<file path="src/rtl/mmp_iddmm_carry_chain.sv">
// Word-serial carry chain around mmp_iddmm_addend: carry + b + c per word pair,
// emits low 128 bits per word and flushes the final 129-bit carry as the last word.
//
// Ports:
//   clk, rst         clock, synchronous active-high reset
//   start, num_words launch an operation of N word pairs (ignored while busy)
//   in_valid/in_ready/b_in/c_in  word-pair input handshake
//   add_a/add_b/add_c/add_d      operand and result bus of the attached addend
//   out_valid/out_word/out_last/carry_out  result beats, LS word first
//   busy, done       operation status, done pulses after the last beat
module mmp_iddmm_carry_chain #(
  parameter int ADD_LATENCY = 0,
  parameter int WCNT_W      = 6
) (
  input  logic              clk,
  input  logic              rst,
  input  logic              start,
  input  logic [WCNT_W-1:0] num_words,
  input  logic              in_valid,
  output logic              in_ready,
  input  logic [255:0]      b_in,
  input  logic [255:0]      c_in,
  output logic [128:0]      add_a,
  output logic [255:0]      add_b,
  output logic [255:0]      add_c,
  input  logic [256:0]      add_d,
  output logic              out_valid,
  output logic [127:0]      out_word,
  output logic              out_last,
  output logic              carry_out,
  output logic              busy,
  output logic              done
);

  localparam int LAT_W =
    (ADD_LATENCY > 0) ? $clog2(ADD_LATENCY + 1) : 1;
  localparam logic [LAT_W-1:0] LAT = LAT_W'(ADD_LATENCY);

  typedef enum logic [2:0] {
    IDLE,
    ISSUE,
    WAIT,
    FLUSH,
    FIN
  } state_t;

  state_t            state_q, state_d;
  logic [WCNT_W-1:0] n_q, n_d;
  logic [WCNT_W-1:0] wcnt_q, wcnt_d;
  logic [WCNT_W-1:0] wcnt_inc;
  logic [LAT_W-1:0]  lat_q, lat_d;
  logic [128:0]      carry_q, carry_d;
  logic [255:0]      b_q, b_d;
  logic [255:0]      c_q, c_d;
  logic [127:0]      ow_q, ow_d;
  logic              ov_q, ov_d;
  logic              ol_q, ol_d;
  logic              co_q, co_d;
  logic              busy_q, busy_d;
  logic              done_q, done_d;

  assign wcnt_inc = wcnt_q + WCNT_W'(1);

  always_comb begin
    state_d = state_q;
    n_d     = n_q;
    wcnt_d  = wcnt_q;
    lat_d   = lat_q;
    carry_d = carry_q;
    b_d     = b_q;
    c_d     = c_q;
    ow_d    = ow_q;
    ov_d    = 1'b0;
    ol_d    = ol_q;
    co_d    = co_q;
    busy_d  = busy_q;
    done_d  = 1'b0;
    unique case (state_q)
      IDLE: begin
        if (start) begin
          n_d     = num_words;
          wcnt_d  = '0;
          carry_d = '0;
          busy_d  = 1'b1;
          state_d = (num_words == '0) ? FLUSH : ISSUE;
        end
      end
      ISSUE: begin
        if (in_valid) begin
          b_d     = b_in;
          c_d     = c_in;
          lat_d   = LAT;
          state_d = WAIT;
        end
      end
      WAIT: begin
        // lat_q reaches zero in the cycle add_d reflects the held operands
        if (lat_q == '0) begin
          carry_d = add_d[256:128];
          ow_d    = add_d[127:0];
          ov_d    = 1'b1;
          wcnt_d  = wcnt_inc;
          state_d = (wcnt_inc == n_q) ? FLUSH : ISSUE;
        end else begin
          lat_d = lat_q - LAT_W'(1);
        end
      end
      FLUSH: begin
        ow_d    = carry_q[127:0];
        co_d    = carry_q[128];
        ol_d    = 1'b1;
        ov_d    = 1'b1;
        state_d = FIN;
      end
      FIN: begin
        done_d  = 1'b1;
        busy_d  = 1'b0;
        ol_d    = 1'b0;
        co_d    = 1'b0;
        state_d = IDLE;
      end
      default: state_d = IDLE;
    endcase
  end

  always_ff @(posedge clk) begin
    if (rst) begin
      state_q <= IDLE;
      n_q     <= '0;
      wcnt_q  <= '0;
      lat_q   <= '0;
      carry_q <= '0;
      b_q     <= '0;
      c_q     <= '0;
      ow_q    <= '0;
      ov_q    <= 1'b0;
      ol_q    <= 1'b0;
      co_q    <= 1'b0;
      busy_q  <= 1'b0;
      done_q  <= 1'b0;
    end else begin
      state_q <= state_d;
      n_q     <= n_d;
      wcnt_q  <= wcnt_d;
      lat_q   <= lat_d;
      carry_q <= carry_d;
      b_q     <= b_d;
      c_q     <= c_d;
      ow_q    <= ow_d;
      ov_q    <= ov_d;
      ol_q    <= ol_d;
      co_q    <= co_d;
      busy_q  <= busy_d;
      done_q  <= done_d;
    end
  end

  assign in_ready  = (state_q == ISSUE);
  assign add_a     = carry_q;
  assign add_b     = b_q;
  assign add_c     = c_q;
  assign out_valid = ov_q;
  assign out_word  = ow_q;
  assign out_last  = ol_q;
  assign carry_out = co_q;
  assign busy      = busy_q;
  assign done      = done_q;

endmodule

</file>
<file path="config.mk">
export PLATFORM = sky130hd
export DESIGN_NAME = mmp_iddmm_carry_chain
export DESIGN_NICKNAME = d
export VERILOG_FILES = /design/src/rtl/mmp_iddmm_carry_chain.sv
export SDC_FILE = /design/constraint.sdc
export NUM_CORES = 1
export LEC_CHECK = 0
export CAP_MARGIN = 30
export CORE_AREA = 2 2 599 601
export DETAILED_ROUTE_END_ITERATION = 16
export DIE_AREA = 0 0 601 603
export SKIP_LAST_GASP = 1
export SLEW_MARGIN = 20
export SYNTH_ARGS = -nofsm -noshare
export SYNTH_HDL_FRONTEND = slang
export SYNTH_SLANG_ARGS = --single-unit
</file>
<file path="constraint.sdc">
create_clock -name clk -period 2.5 [get_ports clk]
set_clock_uncertainty 0.15 [all_clocks]
set_input_delay 0.375 -clock clk [delete_from_list [all_inputs] [get_ports clk]]
set_output_delay 0.375 -clock clk [all_outputs]
set_load 0.01 [all_outputs]
</file>
==> run metrics <==
CP Launch Type register; width of the die 601 um; Buf/Inv on CP 1; global-route met1 utilization 0.1601; Synth top cells by count nand2_1, dfxtp_1, a21oi_1, nor2_1, a22oi_1; Worst setup EP type output port; dpl hpwl 226600 um; Post-Synth Simple-Gate Area 0.1800; clk slew on worst S/H paths 60 ps; Pre-Repair DR Iteration Count 5; sequence of cells on the critical path clkdlybuf4s50_1; post-route setup slack about 70 ps; critical path class reg2out; gr usage total 0.1409; most frequent cell after synthesis nand2_1; xor/xnor cell area share of the yosys netlist 0.002162; vias per inst 3.255; ys flop type dfxtp_1; Post-synth EDFFs 0; initial core utilization 0.07977; area share of fa/ha/maj cells after synthesis 0.0004413; I/O pin cnt 1554; CP Max Fanout 2; post-synthesis compound-gate area fraction 0.1655; layout net count 6239; Final ANT Viol Nets 0; WL final around 270000 um; total CTS buffers around 110; GRT Residual Overflow 0; Synth area leaders dfxtp_1, nand2_1, a21oi_1; Tcrit/Tclk final 0.9715; FP Rows 219; Slew Viols, Final 0; final setup fails 0; routed len/inst approximately 26 um; Crit-path slowest cell clkdlybuf4s50_1; I/O Buffers 1553; FMAX roughly 400 MHz; initial antenna violation count 170; 1st-iter DRT viols 2609; post-synthesis average cell area 8.481 um^2; H-tree depth 3; CTS tree built; Leak 20.62 nW; Slew @ Worst Pin 848.4 ps; class of the worst hold path in2reg; M3 GR Usage 0.04177; gp weighted congestion between 0.9 and 1; share of flip-flops with an asynchronous set or reset 0; first-pass GRT wire length about 340000 um; Max Cap Viol 0; CTS root buf clkbuf_16; post-route minimum period 2429 ps; YS warnings 0; die height 603 um; mux contribution to synthesized area 0.04519; unrepaired setup endpoints after global routing false; Peak supply drop 0.5081 mV; Gate Count Post-Synth around 3300; CTS sink count 789; Clock Latency Late Sink 840 ps; area leader, netlist dfxtp_1; vias in the first global route roughly 33000; final hold viol count 0; status finished, final reports clean; largest family of logic cells by synthesized area simple AND/OR/NAND/NOR gates; DRC Markers 0; Crit path arrival time 1900 ps; largest net degree at the start of global routing 142; die area 362400 um^2; CORE AREA 355400 um^2; register area share after synthesis 0.5571; GRT met2 Usage 0.2441; Mapped Area 28350 um^2; Rel. slew slack 0.4344; Distinct cells, synth 40; Final Util 0.1679; max incr delay on CP around 750 ps; share of layout cells above drive strength 1 0.07223; Critical Path RT 1980 ps; share of the synthesized area in the top cell type 0.5571; clk buf depth 4; pre-CTS setup slack 57.62 ps; via count 33667; busiest grt layer met2; #FFs+latches synth 789; Power Density ~610 nW/um^2; Largest delay share family, worst path buffers and inverters; layout overhead on the synthesized area 110.5%; syn_nets 4123
-- final timing paths --
kind,from,to,slack (ps),cells past startpoint
min,add_d[19],out_word[19],90,3
min reg2reg,add_b[75],add_b[75],300,2
max,add_c[51],add_c[51],70,1
max reg2reg,state_q[1],add_a[84],340,7
-- worst reg2reg max path, cell delays in order, from the launching register on --
cell and delay, ps:
dfxtp_2 330, buf_6 90, buf_4 190, nor3b_2 430
buf_4 300, buf_12 290, a22oi_1 200, nor2_1 100
-- state kept, by name, indices dropped and copies added (netlist names), 3 cells and up --
register	flops
add_a	129
add_b	256
add_c	256
n_q	6
out_word	128
state_q	3
wcnt_q	6
-- through the flow --
step	hold slack (ps)	instance area, um^2	setup TNS (ps)	total power [mW]	std cells
detailed placement	295.8	50120	0	19.39	9505
CTS	0.4747	59530	-54.97	36.96	10289
global placement	291.7	50120	0	19.40	9505
global route	40.32	59610	0	37.61	10319
floorplan	297.8	28350	0	15.46	3343
finish	86.61	59670	0	36.18	10344
-- metal layers --
| metal | wire (um) | vias up |
|---|---|---|
| met3 | 20400 | 455 |
| met1 | 103100 | 16030 |
| li1 | - | 15475 |
| met4 | 11060 | 68 |
| met5 | 455 | - |
| met2 | 132400 | 1639 |
-- cell type report --
type / instances / area, um^2
inverters: 1 / 6.256
multi-input cells: 2272 / 11190
fillers: 40024 / 295700
clock buffers: 143 / 3075
flip-flops and latches: 789 / 15850
well taps: 4751 / 5944
diodes: 55 / 137.6
clock inverters: 46 / 515.5
repair buffers: 2287 / 22960
-- layout by cell type, fill, tap and decap left out, types with 2 or more instances in the layout --
cell type           n
nor3_1              2
clkdlybuf4s15_1     2
a31oi_1             2
clkbuf_8           22
nand2_1          1037
dfxtp_2            33
and2_1              2
o21ai_0             7
nand3_1             2
xor2_1              4
a22oi_1           130
nand3b_1            3
or3_1               3
xnor2_1             3
inv_16              2
clkinvlp_4          6
and3_1              2
mux2i_1           128
bufinv_16           8
buf_12             55
clkinv_2           20
inv_6               6
buf_4             121
dfxtp_4             3
a211oi_1          129
nor2_1            267
dlygate4sd2_1     153
diode_2            55
nor2b_1             2
clkinv_4            3
clkbuf_1           12
clkdlybuf4s50_1  1360
a21oi_1           529
clkbuf_16         109
dlygate4sd3_1     593
dfxtp_1           753
-- logic make-up after synthesis --
kind of cell | Yosys count
xor gates and xnor gates | 7
and+or+nand+nor | 1333
adders and majority gates | 1
buffers and inverters | 282
DFF | 789
muxes | 128
AOI/OAI and AO/OA | 803
-- power breakdown --
| part | internal (mW) | total (mW) | switching (mW) |
|---|---|---|---|
| combinational | 3.25 | 6.52 | 3.26 |
| sequential | 13.1 | 13.5 | 0.370 |
| clock | 9.45 | 16.2 | 6.74 |
| total | 25.8 | 36.2 | 10.4 |
-- what timing repair did --
item                                   in CTS  in global routing
hold buffers                              593                  0
resized for setup                         198                  1
endpoints found under the hold margin     630                  0
setup buffers                               3                  0
setup endpoints to repair                 183                  1
gates cloned                                0                  0
pin swaps                                   1                  0
Power figures use the tool's default switching activity.
